$ cat config.mk
export PLATFORM = sky130hd
export DESIGN_NAME = dma_stream_reader_flat
export DESIGN_NICKNAME = d
export VERILOG_FILES = /design/src/rtl/dma_stream_reader_if.sv /design/src/rtl/dma_stream_reader.sv /design/src/flat_wrapper.sv
export SDC_FILE = /design/constraint.sdc
export NUM_CORES = 1
export LEC_CHECK = 0
export BUFFER_PORTS_ARGS = -buffer_cell sky130_fd_sc_hd__buf_2
export CAP_MARGIN = 40
export CORE_AREA = 2 2 115 117
export DETAILED_ROUTE_END_ITERATION = 10
export DIE_AREA = 0 0 117 119
export PLACE_DENSITY = 0.8
export SKIP_LAST_GASP = 1
export SLEW_MARGIN = 10
export SYNTH_ARGS = -nofsm -noshare
export SYNTH_HDL_FRONTEND = slang
export SYNTH_SLANG_ARGS = --single-unit
$ cat constraint.sdc
create_clock -name clk -period 3.6 [get_ports clk]
set_input_delay 0.18 -clock clk [delete_from_list [all_inputs] [get_ports clk]]
set_output_delay 0.18 -clock clk [all_outputs]
set_load 0.02 [all_outputs]
$ cat src/rtl/dma_stream_reader_if.sv
// Bus bundle for the DMA stream reader: the data-memory read port and the
// valid/ready output stream. The reader drives it through the master modport;
// the memory/consumer side uses the slave modport.
interface dma_stream_reader_if #(
    parameter int N  = 32,
    parameter int AW = 19
);
    logic          mem_rd_en;
    logic [AW-1:0] mem_addr;
    logic [N-1:0]  mem_rdata;
    logic          out_valid;
    logic          out_ready;
    logic [N-1:0]  out_data;
    logic          out_last;

    modport master (
        output mem_rd_en,
        output mem_addr,
        input  mem_rdata,
        output out_valid,
        input  out_ready,
        output out_data,
        output out_last
    );

    modport slave (
        input  mem_rd_en,
        input  mem_addr,
        output mem_rdata,
        input  out_valid,
        output out_ready,
        input  out_data,
        input  out_last
    );
endinterface

$ cat src/rtl/dma_stream_reader.sv
// DMA stream reader: on a rising edge of the go bit in the command word, reads
// len consecutive words starting at src from a 1-cycle-latency data memory and
// presents them as a valid/ready stream through a 2-entry FIFO.
// cmd layout: [N-1] go, [N-2 -: LW] length in words, [AW-1:0] source address.
module dma_stream_reader #(
    parameter int N  = 32,
    parameter int AW = 19,
    parameter int LW = 12
) (
    input  logic                clk,
    input  logic                rst,
    input  logic [N-1:0]        cmd,
    dma_stream_reader_if.master bus,
    output logic                busy,
    output logic                done
);

    typedef enum logic [1:0] {
        S_IDLE  = 2'd0,
        S_RUN   = 2'd1,
        S_DRAIN = 2'd2,
        S_DONE  = 2'd3
    } state_t;

    localparam logic [LW-1:0] LW_ZERO = {LW{1'b0}};
    localparam logic [LW-1:0] LW_ONE  = {{(LW-1){1'b0}}, 1'b1};

    state_t        r_state;
    state_t        w_state_nxt;

    logic          r_go;
    logic [LW-1:0] r_len;
    logic [AW-1:0] r_src;
    logic [LW-1:0] r_issued;
    logic [LW-1:0] r_accepted;
    logic          r_inflight;

    logic [N-1:0]  r_fifo [2];
    logic          r_wptr;
    logic          r_rptr;
    logic [1:0]    r_count;

    logic [LW-1:0] w_cmd_len;
    logic [AW-1:0] w_cmd_src;
    logic          w_start;
    logic          w_take;
    logic          w_fifo_ne;
    logic          w_pop;
    logic          w_push;
    logic [2:0]    w_occ;
    logic          w_credit;
    logic          w_issue;
    logic          w_last_head;
    logic          w_last_pop;

    assign w_cmd_len = cmd[N-2 -: LW];
    assign w_cmd_src = cmd[AW-1:0];

    // Start is the 0->1 edge of go; a held go produces no further starts.
    assign w_start   = cmd[N-1] & ~r_go;
    assign w_take    = (r_state == S_IDLE) && w_start;

    assign w_fifo_ne = (r_count != 2'd0);
    assign w_pop     = w_fifo_ne && bus.out_ready;
    // A request issued last cycle returns its data now.
    assign w_push    = r_inflight;

    // Slots already claimed: stored words plus the word returning this cycle.
    // A word leaving this cycle frees its slot before the new request's data
    // can land (two edges later), which keeps the stream at one word per cycle
    // without ever exceeding two entries.
    assign w_occ     = {1'b0, r_count} + {2'b00, r_inflight};
    assign w_credit  = (w_occ < 3'd2) || ((w_occ == 3'd2) && w_pop);
    assign w_issue   = (r_state == S_RUN) && (r_issued < r_len) && w_credit;

    // Words leave in order, so the head's index equals the accepted count.
    assign w_last_head = w_fifo_ne && (r_accepted == (r_len - LW_ONE));
    assign w_last_pop  = w_pop && w_last_head;

    // State register.
    always_ff @(posedge clk) begin
        if (!rst) begin
            r_state <= S_IDLE;
        end else begin
            r_state <= w_state_nxt;
        end
    end

    // Next-state logic: IDLE -> RUN (or DONE for zero length) -> DRAIN -> DONE -> IDLE.
    always_comb begin
        w_state_nxt = r_state;
        case (r_state)
            S_IDLE: begin
                if (w_start) begin
                    if (w_cmd_len == LW_ZERO) begin
                        w_state_nxt = S_DONE;
                    end else begin
                        w_state_nxt = S_RUN;
                    end
                end else begin
                    w_state_nxt = S_IDLE;
                end
            end
            S_RUN: begin
                if (r_issued == r_len) begin
                    if (w_last_pop) begin
                        w_state_nxt = S_DONE;
                    end else begin
                        w_state_nxt = S_DRAIN;
                    end
                end else begin
                    w_state_nxt = S_RUN;
                end
            end
            S_DRAIN: begin
                if (w_last_pop) begin
                    w_state_nxt = S_DONE;
                end else begin
                    w_state_nxt = S_DRAIN;
                end
            end
            S_DONE: begin
                w_state_nxt = S_IDLE;
            end
            default: begin
                w_state_nxt = S_IDLE;
            end
        endcase
    end

    // Go-edge history, command capture and issue/accept counters.
    always_ff @(posedge clk) begin
        if (!rst) begin
            r_go       <= 1'b0;
            r_len      <= LW_ZERO;
            r_src      <= {AW{1'b0}};
            r_issued   <= LW_ZERO;
            r_accepted <= LW_ZERO;
            r_inflight <= 1'b0;
        end else begin
            r_go       <= cmd[N-1];
            r_inflight <= w_issue;
            if (w_take) begin
                r_len      <= w_cmd_len;
                r_src      <= w_cmd_src;
                r_issued   <= LW_ZERO;
                r_accepted <= LW_ZERO;
            end else begin
                if (w_issue) begin
                    r_issued <= r_issued + LW_ONE;
                end else begin
                    r_issued <= r_issued;
                end
                if (w_pop) begin
                    r_accepted <= r_accepted + LW_ONE;
                end else begin
                    r_accepted <= r_accepted;
                end
            end
        end
    end

    // Two-entry FIFO: pointers and occupancy; simultaneous push/pop keeps the count.
    always_ff @(posedge clk) begin
        if (!rst) begin
            r_wptr  <= 1'b0;
            r_rptr  <= 1'b0;
            r_count <= 2'd0;
        end else begin
            if (w_push) begin
                r_wptr <= ~r_wptr;
            end else begin
                r_wptr <= r_wptr;
            end
            if (w_pop) begin
                r_rptr <= ~r_rptr;
            end else begin
                r_rptr <= r_rptr;
            end
            case ({w_push, w_pop})
                2'b10:   r_count <= r_count + 2'd1;
                2'b01:   r_count <= r_count - 2'd1;
                default: r_count <= r_count;
            endcase
        end
    end

    // FIFO storage: capture returning read data.
    always_ff @(posedge clk) begin
        if (!rst) begin
            r_fifo[0] <= {N{1'b0}};
            r_fifo[1] <= {N{1'b0}};
        end else begin
            if (w_push) begin
                r_fifo[r_wptr] <= bus.mem_rdata;
            end else begin
                r_fifo[r_wptr] <= r_fifo[r_wptr];
            end
        end
    end

    // Address wraps modulo 2^AW; it reads as zero when no request is made.
    assign bus.mem_rd_en = w_issue;
    assign bus.mem_addr  = w_issue ? (r_src + AW'(r_issued)) : {AW{1'b0}};
    assign bus.out_valid = w_fifo_ne;
    assign bus.out_data  = w_fifo_ne ? r_fifo[r_rptr] : {N{1'b0}};
    assign bus.out_last  = w_last_head;
    assign busy          = (r_state == S_RUN) || (r_state == S_DRAIN);
    assign done          = (r_state == S_DONE);

endmodule

$ cat src/flat_wrapper.sv
// flat-port wrapper written by rule: the top's interface ports become plain ports
module dma_stream_reader_flat 
#(
    parameter int N  = 32,
    parameter int AW = 19,
    parameter int LW = 12
)
  (clk, rst, cmd, busy, done, bus_mem_rd_en, bus_mem_addr, bus_mem_rdata, bus_out_valid, bus_out_ready, bus_out_data, bus_out_last);
  dma_stream_reader_if #(.N(N), .AW(AW)) bus_i ();
  input  logic clk;
  input  logic rst;
  input  logic [N-1:0] cmd;
  output logic busy;
  output logic done;
  output wire logic [$bits(bus_i.mem_rd_en)-1:0] bus_mem_rd_en;
  output wire logic [$bits(bus_i.mem_addr)-1:0] bus_mem_addr;
  input wire logic [$bits(bus_i.mem_rdata)-1:0] bus_mem_rdata;
  output wire logic [$bits(bus_i.out_valid)-1:0] bus_out_valid;
  input wire logic [$bits(bus_i.out_ready)-1:0] bus_out_ready;
  output wire logic [$bits(bus_i.out_data)-1:0] bus_out_data;
  output wire logic [$bits(bus_i.out_last)-1:0] bus_out_last;
  assign bus_mem_rd_en = bus_i.mem_rd_en;
  assign bus_mem_addr = bus_i.mem_addr;
  assign bus_i.mem_rdata = bus_mem_rdata;
  assign bus_out_valid = bus_i.out_valid;
  assign bus_i.out_ready = bus_out_ready;
  assign bus_out_data = bus_i.out_data;
  assign bus_out_last = bus_i.out_last;
  dma_stream_reader #(.N(N), .AW(AW), .LW(LW)) u_core (.clk(clk), .rst(rst), .cmd(cmd), .bus(bus_i), .busy(busy), .done(done));
endmodule
Yosys cells after proc, flatten, opt, wreduce, memory -nomap -nowiden --
Memories as Yosys holds them, arrays and structs flattened. A register that Yosys moved wholly into a read port is not among the register bits. Cells that the tools add are included.
Word-level totals: register bits 63, RAM bits 64, bits of input ports 67, output and inout port bits 56, word-level logic and storage cells 72, memories kept 1
Operators by class: add/subtract/negate cells 7, order comparisons 2, equality and inequality tests 9, muxes and demuxes 21, bitwise logic cells 6, reduce and logical (&&, ||, !) cells 16
Memories:
- u_core.r_fifo | words 2, bits a word 32, read ports 1, clocked after Yosys merged registers in 1, wr ports 2, line dma_stream_reader.sv:38 | logic [N-1:0] r_fifo [2];
Operators by type and width (count):
- $mux W32 | 3
- $reduce_or A32 Y1 | 1
- $add A12 B1 Y12 const B | 2
- $eq A12 B12 Y1 | 2
- $add A19 B12 Y19 | 1
- $mux W19 | 1
- $logic_not A12 Y1 | 1
- $lt A12 B12 Y1 | 1
- $mux W1 | 12
- $sub A12 B1 Y12 const B | 1
- $pmux W2 S4 | 1
- $logic_and A1 B1 Y1 | 7
- $eq A2 B2 Y1 const B | 3
- $mux W2 | 3
- $eq A2 B1 Y1 const B | 2
- $not A1 Y1 | 4
- $pmux W2 S2 | 1
- $reduce_bool A2 Y1 | 2
- $add A2 B1 Y3 | 1
- $eq A3 B2 Y1 const B | 1
- $lt A3 B2 Y1 const B | 1
- $add A2 B1 Y2 const B | 1
- $logic_not A2 Y1 | 1
- $logic_or A1 B1 Y1 | 2
- other kinds (6) | 6

Longest topological paths before layout --
Gate-level depths: netlist of run 1.
depth after elaboration 7, gate-level depth with buffers 10, mapped depth without buffers 9

Worst setup path after synthesis of run 1 --
Ideal clock, no wire load.
path kind reg2reg, start point register u_core.r_inflight, end point memory u_core.r_fifo[0][0], enable pin, arrival 2.719 ns, data required time 3.134 ns, setup slack 0.415 ns, stages on the path, launching flop included 3, buffers on the path 0, cell sequence dfxtp_1 inv_1 o21ai_0
RTL lines:
- start: declaration | line dma_stream_reader.sv:36 | logic r_inflight;
- start signal: assignment | line dma_stream_reader.sv:142 | r_inflight <= w_issue;
- end: declaration | line dma_stream_reader.sv:38

Worst setup path in the final report of run 1 --
start point register u_core.r_len[9], end point output port bus_mem_addr[11]
On the way: longest elaborated chain between the ends 4
Ends and longest elaborated chain:
- start: declaration | line dma_stream_reader.sv:32 | logic [LW-1:0] r_len;
- start signal: assignment | line dma_stream_reader.sv:144 | r_len <= w_cmd_len;
- $lt A12 B12 Y1 | line dma_stream_reader.sv:74 | assign w_issue = (r_state == S_RUN) && (r_issued < r_len) && w_credit;
- $logic_and A1 B1 Y1 (2 in series) | line dma_stream_reader.sv:74
- $mux W19 | line dma_stream_reader.sv:204 | assign bus.mem_addr = w_issue ? (r_src + AW'(r_issued)) : {AW{1'b0}};
- end: declaration | line flat_wrapper.sv:16 | output wire logic [$bits(bus_i.mem_addr)-1:0] bus_mem_addr;
No other way between the ends.

==> impl_metrics.json, run 1 <==
{
  "worstSetupPathType": "reg -> out",
  "slew_headroom_pct": 45.9,
  "ios": 123,
  "hold_buffers": 19,
  "ant_nets": 0,
  "hp-class": "in -> reg",
  "tritoncts": "done",
  "clk_pin_slew_ps": 60,
  "gp_congestion": 0.901,
  "htree_levels": 4,
  "antenna_found_initial": 0,
  "arrival_ps": 2970,
  "yosys.area.top_type_share_pct": 26.9,
  "dr.pass1.iters": 5,
  "wl_per_cell_um": 15.2,
  "layout-drive-gt1-share_pct": 20.5,
  "cts-resized-gates": 0,
  "die-width_um": 117,
  "antenna_cells": 0,
  "synth_top_family_by_area": "simple AND/OR/NAND/NOR gates",
  "grt_util_all_layers_pct": 23.8,
  "fmax_mhz": 317,
  "min_period_ps": 3150,
  "synth-edff-count": 64,
  "p_leak_nw": 3.64,
  "grt_max_degree": 41,
  "synth.area.top_cells": "edfxtp_1 27%, dfxtp_1 18%, ha_1 6.3%",
  "dieArea_um2": 13900,
  "vias": 5904,
  "grt_overflow_total": 0,
  "vdd_ir_drop_max_mv": 0.286,
  "synthDistinctLibCells": 59,
  "synth_compound_gate_area_share_pct": 12.0,
  "ys_seq_area_share_pct": 44.9,
  "clk-insertion-delay-late_ps": 420,
  "required_ps": 3420,
  "synth_top_area_cell": "edfxtp_1",
  "setup_viol": 0,
  "crit_fanout": 17,
  "drtIter0Drc": 491,
  "via_per_inst": 5.50,
  "root_buffer": "clkbuf_16",
  "syn_inst": 752,
  "power_density_nw_per_um2": 463,
  "rrSetupSlack_ps": 1030,
  "cts_sinks": 128,
  "grt_pass1_wl_mm": 25.7,
  "end_kind": "output pin",
  "clock_skew_ps": 5.90,
  "final_common_cell": "buf_2",
  "rsz0062_at_grt": "false",
  "initial_utilization_pct": 55.4,
  "core_um2": 12900,
  "fin_nets": 988,
  "ys.flop_type": "edfxtp_1",
  "cap_viol_max_count": 0,
  "drt-total-wl_mm": 16.3,
  "io_buffers": 122,
  "route.detailed.drc": 0,
  "hold_viol": 0,
  "postCtsSetupBuffers": 0,
  "worst_pin_slew_ps": 808,
  "ys.warnings.count": 0,
  "status": "finished clean",
  "fin_util_pct": 67.8,
  "synthAdderAreaFrac_pct": 6.59,
  "synth_xor_area_share_pct": 4.05,
  "start_kind": "register",
  "mostFrequentLayoutCells": "122 x buf_2, 85 x nand2_1, 70 x and2_1, 64 x nor2_1, 64 x edfxtp_1",
  "syn_area_per_cell_um2": 9.49,
  "core.rowCount": 42,
  "synth-seq-cells": 128,
  "synth.mux.area_fraction_pct": 5.63,
  "dp_hpwl_mm": 11.1,
  "async_reset_ff_share_pct": 0,
  "grt_pass1_vias": 5420,
  "finalSetupTns_ps": 0,
  "area_growth_pct": 22.3,
  "netlist_area_um2": 7140,
  "fin_crit_sh_pct": 87.6,
  "synth_nets": 856,
  "cts-buffers-inserted": 17,
  "clockBufferDepth": 2,
  "drv_slew": 0,
  "synthSimpleGateAreaFrac_pct": 22.8,
  "die_h_um": 119
}
[critical path: stages, from the launching register on]
cell and delay (ps):
dfxtp_1 430, inv_1 110, ha_1 300, a21o_1 190, a21o_1 210, a2111oi_4 330, buf_4 230, nand3_4 220
inv_2 210, o311a_1 170, buf_2 150
[per-stage QoR]
step	power (W)	setup WS, ps	area, um^2	cells	hold slack, ps
2_1_floorplan	0.00210	415	7140	752	302
5_1_grt	0.00420	284	8730	1073	11.2
3_3_place_gp	0.00227	960	7890	1020	395
3_5_place_dp	0.00228	907	7930	1022	399
6_report	0.00404	447	8730	1073	11.7
4_1_cts	0.00406	440	8730	1073	0.126
[per-layer routing]
layer | wire, um | vias to the layer above | part of all wire [%] | GRT usage [%]
met4 | 253 | 0 | 1.5 | 8.16
met5 | 0 | - | 0 | 0
li1 | - | 2940 | - | -
met2 | 8130 | 219 | 50 | 40.1
met1 | 6930 | 2722 | 42 | 30.4
met3 | 1010 | 23 | 6.2 | 4.38
[area by class of cell]
type	count	area (um^2)
clock buffer	18	429
clock inverter	14	180
fill	981	4150
inverter	28	105
multi-input combinational	554	3660
sequential	128	3200
tap	176	220
timing repair buffer	155	926
[registers in the layout, indices dropped and copies added, names as in the netlist, named ones only]
register and cells:
u_core.r_inflight 1, u_core.r_go 1, u_core.r_issued 12, u_core.r_count 2, u_core.r_src 19, u_core.r_state 2, u_core.r_len 12, u_core.r_accepted 12
u_core.r_wptr 1, u_core.r_rptr 1, u_core.r_fifo 64
[worst paths after layout]
kind | startpoint | end | depth (start not counted)
hold / removal | cmd[5] | u_core.r_src[5] | 3
setup / recovery | u_core.r_len[9] | bus_mem_addr[11] | 10
setup reg to reg | u_core.r_len[9] | u_core.r_issued[1] | 9
hold reg to reg | u_core.r_src[4] | u_core.r_src[4] | 2
[synthesized netlist by cell type, drive strengths merged (7+ instances only)]
| library cell | instances |
|---|---|
| inv | 28 |
| xnor2 | 17 |
| or3 | 15 |
| o21ai | 15 |
| a21oi | 52 |
| nor4 | 7 |
| nor3 | 13 |
| and3 | 11 |
| edfxtp | 64 |
| ha | 36 |
| nand3 | 12 |
| mux2i | 39 |
| a21o | 11 |
| dfxtp | 64 |
| and2 | 70 |
| xor2 | 16 |
| nor2 | 65 |
| clkbuf | 32 |
| nand2 | 85 |
| buf | 10 |
| nand4 | 19 |
[cell families (layout without fill, tap and decap cells)]
| logic type | after synthesis | count (layout) |
|---|---|---|
| fa+ha+maj | 37 | 37 |
| mux | 40 | 40 |
| buf+inv | 70 | 215 |
| simple gates | 317 | 317 |
| flops | 128 | 128 |
| compound gates | 127 | 127 |
| xor+xnor | 33 | 33 |
[power by group]
part           leakage [nW]  total, W  internal (W)  switching [W]
clock network         0.292   0.00177       0.00110       0.000666
logic                  2.16  0.000618      0.000245       0.000373
registers              1.18   0.00166       0.00160      0.0000545
total                  3.64   0.00404       0.00295        0.00109
Power figures use the tool's default switching activity.
==> inputs of run 2 (changes only) <==
Settings changed: ABC_AREA from default to 1, CORE_AREA 2 2 115 117 to 4 4 116 118, DIE_AREA 0 0 117 119 to 0 0 120 122.
==> run 2 against run 1 <==
  * Combinational power shrank 16%
  * Cell area is 4.0% lower
  * Register-to-register slack better by 160 ps
  * Critical path type unchanged
  * Cell count increased by 11%
  * Via count increased by 5.9%
  * Non-clock buffer count fell by 24
  * Routed wire length up 2.8%
  * Highest routed layer unchanged
==> impl_metrics.json, run 2 <==
{
  "synth.area.top_cells": "edfxtp_1 28%, dfxtp_1 18%, nand2_1 9.2%",
  "dr.pass1.iters": 5,
  "end_kind": "output pin",
  "rrSetupSlack_ps": 1190,
  "io_buffers": 122,
  "p_leak_nw": 3.83,
  "slew_headroom_pct": 56.8,
  "rsz0062_at_grt": "false",
  "grt_util_all_layers_pct": 23.6,
  "drtIter0Drc": 464,
  "synth_top_area_cell": "edfxtp_1",
  "worst_pin_slew_ps": 648,
  "route.detailed.drc": 0,
  "power_density_nw_per_um2": 481,
  "critPathLaunch": "u_core.r_count[0]",
  "cts-buffers-inserted": 17,
  "antenna_found_initial": 0,
  "clk_pin_slew_ps": 60,
  "worstSetupPathType": "reg -> out",
  "rr_worst_depth": 9,
  "initial_utilization_pct": 55.8,
  "die_h_um": 122,
  "synth_nets": 993,
  "antenna_cells": 0,
  "async_reset_ff_share_pct": 0,
  "sequentialPowerShare_pct": 40.7,
  "ys.flop_type": "edfxtp_1",
  "synth-seq-cells": 128,
  "fmax_mhz": 319,
  "worstHoldStart": "cmd[15]",
  "synth_common_cells": "170 x nand2_1, 125 x nor2_1, 119 x inv_1",
  "r2r_start": "u_core.r_count[0]",
  "yosysMostFrequentCell": "nand2_1",
  "status": "finished clean",
  "grt_overflow_total": 0,
  "netlist_area_um2": 6950,
  "pwr-share-comb_pct": 12.9,
  "syn_inst": 889,
  "dieArea_um2": 14600,
  "die-width_um": 120,
  "syn_area_per_cell_um2": 7.82,
  "final_common_cell": "nand2_1",
  "wl_per_cell_um": 14.1,
  "ys.warnings.count": 0,
  "fin_crit_sh_pct": 87.0,
  "clockBufferDepth": 2,
  "hp-class": "in -> reg",
  "endpoint": "bus_mem_addr[13]",
  "reg2reg_to": "u_core.r_issued[2]",
  "hold_viol": 0,
  "postCtsSetupBuffers": 0,
  "cap_viol_max_count": 0,
  "vias": 6254,
  "ios": 123,
  "grt_pass1_wl_mm": 27.6,
  "drv_slew": 0,
  "setup_viol": 0,
  "vdd_ir_drop_max_mv": 0.290,
  "root_buffer": "clkbuf_16",
  "drt-total-wl_mm": 16.8,
  "finalPower_w": 0.00403,
  "finalSetupTns_ps": 0,
  "core.rowCount": 41,
  "swShare_pct": 25.5,
  "tritoncts": "done",
  "grt_pass1_vias": 6033,
  "min_period_ps": 3130,
  "yosys.area.top_type_share_pct": 27.7,
  "clock_power_share_pct": 46.4,
  "mostFrequentLayoutCells": "170 x nand2_1, 125 x nor2_1, 122 x buf_2, 119 x inv_1, 106 x a21oi_1",
  "grt_max_degree": 63,
  "synthDistinctLibCells": 38,
  "crit_fanout": 21,
  "largest_register": "u_core.r_fifo",
  "p_switching_w": 0.00103,
  "synth-edff-count": 64,
  "clock_skew_ps": 6.30,
  "clk-insertion-delay-late_ps": 420,
  "fin_nets": 1111,
  "core_um2": 12500,
  "required_ps": 3420,
  "dp_hpwl_mm": 11.5,
  "arrival_ps": 2950,
  "gp_congestion": 0.887,
  "via_per_inst": 5.25,
  "ant_nets": 0,
  "layout-drive-gt1-share_pct": 17.1,
  "intPower_w": 0.00300,
  "area_growth_pct": 20.5,
  "cts_sinks": 128,
  "ys_seq_area_share_pct": 46.1,
  "start_kind": "register",
  "htree_levels": 4,
  "top_regs": "u_core.r_fifo x64, u_core.r_src x19",
  "largest_reg_flops": 64
}
## run 2: changes by cell type after synthesis, sizes merged, moves of 46 or more
cell   change
nand2     +86
inv       +92
and2      -70
a21oi     +54
o21ai     +46
nor2      +65
## run 2: worst min path at each step
stage                             endpoint  cells after the start
after floorplan                u_core.r_go                      2
after global placement         u_core.r_go                      3
after detailed placement       u_core.r_go                      3
after CTS                 u_core.r_src[15]                      3
after global routing      u_core.r_src[15]                      3
final                     u_core.r_src[15]                      3
## run 2: per-stage QoR
step	setup slack [ps]	hold slack, ps	cells	instance area, um^2	utilization [%]
after floorplan	1280	273	889	6950	-
after global placement	1030	404	1158	7700	61.7
after detailed placement	973	416	1159	7720	62.0
after CTS	492	27.3	1192	8380	67.2
after global routing	181	59.5	1192	8380	67.2
final	467	36.4	1192	8380	67.2
## run 2: routing by layer
layer | wire length [um] | share of wire [%] | up-vias | global-route usage (%)
met5 | 0 | 0 | - | 0
met4 | 399 | 2.4 | 0 | 10.7
met3 | 910 | 5.4 | 29 | 4.60
met2 | 8350 | 50 | 188 | 40.9
met1 | 7120 | 42 | 2885 | 28.6
li1 | - | - | 3152 | -
## run 2: logic make-up (layout without fill, tap and decap cells)
| family | Yosys count | after routing | share of synthesized area [%] |
|---|---|---|---|
| and+or+nand+nor | 373 | 373 | 22.9 |
| AOI/OAI and AO/OA | 177 | 177 | 13.1 |
| buffers and inverters | 153 | 284 | 8.53 |
| DFF | 128 | 128 | 46.1 |
| adders and majority gates | 37 | 37 | 6.77 |
| xor gates and xnor gates | 21 | 21 | 2.65 |
## run 2: power groups by stage
| stage | clock network, W | logic (W) | registers [W] |
|---|---|---|---|
| 6_report | 0.00187 | 0.000521 | 0.00164 |
| 5_1_grt | 0.00194 | 0.000589 | 0.00165 |
| 4_1_cts | 0.00188 | 0.000522 | 0.00164 |
| 3_5_place_dp | 0 | 0.000513 | 0.00167 |
| 3_3_place_gp | 0 | 0.000501 | 0.00167 |
| 2_1_floorplan | 0 | 0.000361 | 0.00166 |
## run 2: worst max-delay path, stage by stage (launching register included)
cell and delay (ps):
dfxtp_1 450, ha_1 230, inv_1 60, ha_1 270, a31oi_1 90, nor3_2 150
nand3_2 410, clkinv_2 380, nand2_1 110, a31oi_1 190, buf_2 200
## run 2: final cells by class
type,instances,area [um^2]
clock buffer,19,433
clock inverter,13,209
fill,1045,4090
inverter,121,455
multi-input combinational,608,3160
sequential,128,3200
tap,172,215
timing repair buffer,131,701
## run 2: what timing repair did
action	CTS	global route
resized for setup	0	0
hold endpoints to repair	1	0
hold buffers	1	0
